==> config.mk <==
export PLATFORM = sky130hd
export DESIGN_NAME = sha_round_ctrl
export DESIGN_NICKNAME = d
export VERILOG_FILES = /design/src/rtl/sha_round_ctrl.sv
export SDC_FILE = /design/constraint.sdc
export NUM_CORES = 2
export LEC_CHECK = 0
export ABC_AREA = 1
export CAP_MARGIN = 20
export CORE_AREA = 4 4 410 412
export CTS_CLUSTER_SIZE = 20
export DETAILED_ROUTE_END_ITERATION = 10
export DIE_AREA = 0 0 414 416
export GPL_ROUTABILITY_DRIVEN = 0
export SETUP_SLACK_MARGIN = 0.05
export SYNTH_ARGS = -nofsm -noshare
export SYNTH_HDL_FRONTEND = slang
export SYNTH_SLANG_ARGS = --single-unit
==> constraint.sdc <==
create_clock -name clk -period 35.4 [get_ports clk]
set_clock_uncertainty 0.15 [all_clocks]
set_input_delay 8.85 -clock clk [delete_from_list [all_inputs] [get_ports clk]]
set_output_delay 8.85 -clock clk [all_outputs]
set_load 0.05 [all_outputs]
==> src/rtl/sha_round_ctrl.sv <==
// Block-level sequencer for an iterative SHA round datapath: loads the chaining
// hash, steps the round index, and folds the final round state into the digest.
module sha_round_ctrl #(
   parameter int BLK_SIZE   = 256,
   parameter int WRD_SIZE   = 32,
   parameter int NUM_ROUNDS = 64
) (
   input  logic                clk,
   input  logic                reset,
   input  logic                i_start,
   input  logic                i_abort,
   input  logic [BLK_SIZE-1:0] i_pre_blck_hash,
   input  logic [BLK_SIZE-1:0] i_round_hash,
   output logic                o_round_en,
   output logic [BLK_SIZE-1:0] o_round_state,
   output logic [5:0]          o_rc_addr,
   output logic [5:0]          o_w_idx,
   output logic                o_busy,
   output logic                o_done,
   output logic [BLK_SIZE-1:0] o_hash,
   output logic [2:0]          dbg_state
);

   localparam int         NUM_WORDS = BLK_SIZE / WRD_SIZE;
   localparam logic [5:0] LAST_RC   = 6'(NUM_ROUNDS - 1);

   typedef enum logic [2:0] {
      IDLE  = 3'd0,
      LOAD  = 3'd1,
      RUN   = 3'd2,
      FINAL = 3'd3,
      DONE  = 3'd4
   } state_t;

   state_t                state;
   state_t                state_nxt;
   logic   [5:0]          rc;
   logic   [BLK_SIZE-1:0] h_reg;
   logic   [BLK_SIZE-1:0] digest_sum;

   // Handshake: i_start is a level request honoured only in IDLE (abort wins
   // there); o_busy covers LOAD..DONE and o_done pulses once per completed block.
   always_comb begin
      state_nxt = state;
      case (state)
         IDLE:    if (!i_abort && i_start) state_nxt = LOAD;
         LOAD:    state_nxt = i_abort ? IDLE : RUN;
         RUN: begin
            if (i_abort)           state_nxt = IDLE;
            else if (rc == LAST_RC) state_nxt = FINAL;
         end
         FINAL:   state_nxt = i_abort ? IDLE : DONE;
         DONE:    state_nxt = IDLE;
         default: state_nxt = IDLE;
      endcase
   end

   // Word-wise modular add; each lane drops its own carry.
   always_comb begin
      digest_sum = '0;
      for (int w = 0; w < NUM_WORDS; w++) begin
         digest_sum[w*WRD_SIZE +: WRD_SIZE] =
            h_reg[w*WRD_SIZE +: WRD_SIZE] + i_round_hash[w*WRD_SIZE +: WRD_SIZE];
      end
   end

   always_ff @(posedge clk or posedge reset) begin
      if (reset) begin
         state  <= IDLE;
         rc     <= '0;
         h_reg  <= '0;
         o_hash <= '0;
      end else begin
         state <= state_nxt;
         if (state == LOAD) h_reg <= i_pre_blck_hash;
         if (state == RUN && rc != LAST_RC) rc <= rc + 6'd1;
         else                               rc <= '0;
         if (state == FINAL && !i_abort) o_hash <= digest_sum;
      end
   end

   always_comb begin
      o_round_en    = (state == RUN);
      o_rc_addr     = (state == RUN) ? rc : 6'd0;
      o_w_idx       = (state == RUN) ? rc : 6'd0;
      o_round_state = (state == RUN && rc == 6'd0) ? h_reg : i_round_hash;
      o_busy        = (state != IDLE);
      o_done        = (state == DONE);
      dbg_state     = state;
   end

endmodule

==> results.ini <==
[outcome]
status = finished clean

[power_and_ir_drop]
vdd_drop_max_mv = 0.0602
p_switching_w = 0.00233
p_total_w = 0.00444
pwr-share-comb_pct = 61.0
powerDensity_nw_per_um2 = 79.5
p_clk_share_pct = 17.2
sw_frac_of_total_pct = 52.4
cellLeakagePower_nw = 29.9
cell_internal_pwr_w = 0.00211
pwr-share-seq_pct = 21.8

[yosys]
ys_top_cells_by_area = dfrtp_1, nand2_1, inv_1, ha_1, nor2_1
ys_seq_area_share_pct = 32.0
syn_nets = 7327
synth_area_leader_cell = dfrtp_1
yosys.cell_types.count = 31
syn_inst = 6553
yosys_warnings = 0
synth_top_area_share_pct = 32.0
synth.ff_latch_count = 521
syn_area_sq_um = 40700
synth_area_per_cell_sq_um = 6.22

[setup_path]
startpoint = i_round_hash[245]
worstPathBufferInverterCount = 2
critPathRequiredTime_ns = 26.40
path_class = in2out
crit_chain = clkdlybuf4s50_1 > nand2_1 > o21ai_0 > clkdlybuf4s50_1
critPathCaptureType = output pin
cp-start-kind = input pin
cpLargestDelayFamily = buffers and inverters
arrival_ns = 11.02
path_max_fanout = 2
slowest_stage = clkdlybuf4s50_1
crit_top_cell = clkdlybuf4s50_1
cp_slowest_stage_delay_ns = 1.06
reg2reg_from = dbg_state[2]

[finish]
final_net_count = 8300
final-seq-area_sq_um = 13000
final_cell_mix = nand2_1, inv_1, clkdlybuf4s50_1, nor2_1, dfrtp_1
fill_cells = 17827
area_growth_pct = 36.9
drive_above_1_share_pct = 2.18
multiInputGateArea_sq_um = 22500
final_common_cell = nand2_1

[detailed_routing]
wire_per_inst_microns = 19.8
dr.pass1.iters = 6
remaining_drc_errors = 0
drt_iter0_drc = 3996
ant_nets = 0
routed_wirelength_microns = 194000
vias = 45269
drt-vias-per-instance = 4.62

[hold_path]
min-delay-start = o_hash[193]
hp-class = reg2reg

[placed_design]
port_buffers = 1045
dp_hpwl_microns = 161000
post-place-ws_ns = 15.45

[timing]
setup_tns_ns = 0
rsz0062_at_grt = false
fin_crit_ns = 20.02
setup_viol = 0
relSlewSlack_pct = 15.8
hold_ws_ns = 0.321
min_period_over_period_pct = 56.6
slew_violations = 0
final-hold-violation-count = 0
worst_slew_pin_slew_ns = 1.25
max_freq_mhz = 49.9
worst_slack_ns = 15.38

[floorplanning]
coreArea_sq_um = 164000
ios = 1046
die_w_microns = 414
dieArea_sq_um = 172000
rows = 149
start_util_pct = 24.8
die_h_microns = 416

[global_routing]
antenna_found_initial = 24
track_usage_pct = 21.4
grt_max_degree = 172
grt_pass1_wl_microns = 279000
overflow = 0
grt_pass1_vias = 42418

[clock_network]
cts_root_buf = clkbuf_16
cts_resized = 0
clock-sinks = 521
cts_setup_buffers = 0
cts_tree = yes
clk_latency_ns = 0.68
cts_inserted_buffers = 73
clk_pin_slew_ns = 0.06
ctsHoldBuffers = 0
clk_path_buf_depth = 3
h-tree-depth = 3

[flow_run]
cap_violations = 0

## through the flow
stage / util [%] / instance area [sq um] / instances
CTS: 33.9 / 55700 / 9768
finish: 33.9 / 55800 / 9790
detailed placement: 32.4 / 53300 / 9639
global placement: 32.4 / 53300 / 9639
global route: 33.9 / 55800 / 9787
floorplan: - / 40700 / 6553
## routing by layer
layer  up-vias  part of all wire [%]  track usage [%]  wire length [microns]
li1      22159                     -                -                      -
met1     20981                    43             28.2                  83600
met5         -                 0.014                0                     27
met3       362                   7.0             4.12                  13700
met4         4                   5.7             10.9                  11200
met2      1763                    44             33.4                  85700
## cells in the mapped netlist, drive strengths merged
library cell and instances:
dfrtp 521, a21oi 427, nor2 578, nand2 2452, xor2 2, nand3b 30
nor4 2, fa 8, buf 83, o21ai 380, o21bai 24, xnor2 121
clkbuf 93, a21o 8, o2111a 1, nand4 26, inv 1148, nor3b 1
ha 250, nand3 365, nor3 31, or2 2
## kinds of logic (layout without fill, tap and decap cells)
kind of cell             count (synthesis)  after routing  share of synthesized area (%)
other                                    0             21                              0
adder cells (fa/ha/maj)                258            258                           8.07
AO/OA/AOI/OAI                          840            840                           10.6
AND/OR/NAND/NOR                       3487           3487                           33.9
flip-flops                             521            521                           32.0
XOR/XNOR                               123            123                           2.64
buffers and inverters                 1324           2351                           12.8
## tightest hold or removal path: stages (launching register included)
cell     delay (ns)
dfrtp_1        0.34
nand2_1        0.05
nand2_1        0.05
## power by group through the flow
| stage | sequential, W | combinational [W] | clock, W |
|---|---|---|---|
| 2_1_floorplan | 0.00144 | 0.00121 | 0 |
| 3_3_place_gp | 0.000966 | 0.00268 | 0 |
| 3_5_place_dp | 0.000974 | 0.00269 | 0 |
| 4_1_cts | 0.000967 | 0.00270 | 0.000789 |
| 5_1_grt | 0.000994 | 0.00290 | 0.000811 |
| 6_report | 0.000968 | 0.00270 | 0.000765 |
## path summary, 6_finish.rpt
check	endpoint	slack, ns	depth (start not counted)
hold / removal	o_hash[193]	0.32	2
setup / recovery	o_round_state[245]	15.38	4
hold reg to reg	o_hash[193]	0.32	2
max in group asynchronous	o_hash[76]	23.92	5
min in group asynchronous	h_reg[32]	8.51	2
setup reg to reg	h_reg[106]	31.21	7
## final cells by class
type                            instances  area share, %
Antenna cell                           21         0.0942
Clock buffer                          102           3.79
Clock inverter                         27          0.563
Inverter                             1148           7.75
Multi-Input combinational cell       4708           40.3
Sequential cell                       521           23.4
Tap cell                             2189           4.91
Timing Repair Buffer                 1074           19.2
Power figures use the tool's default switching activity.
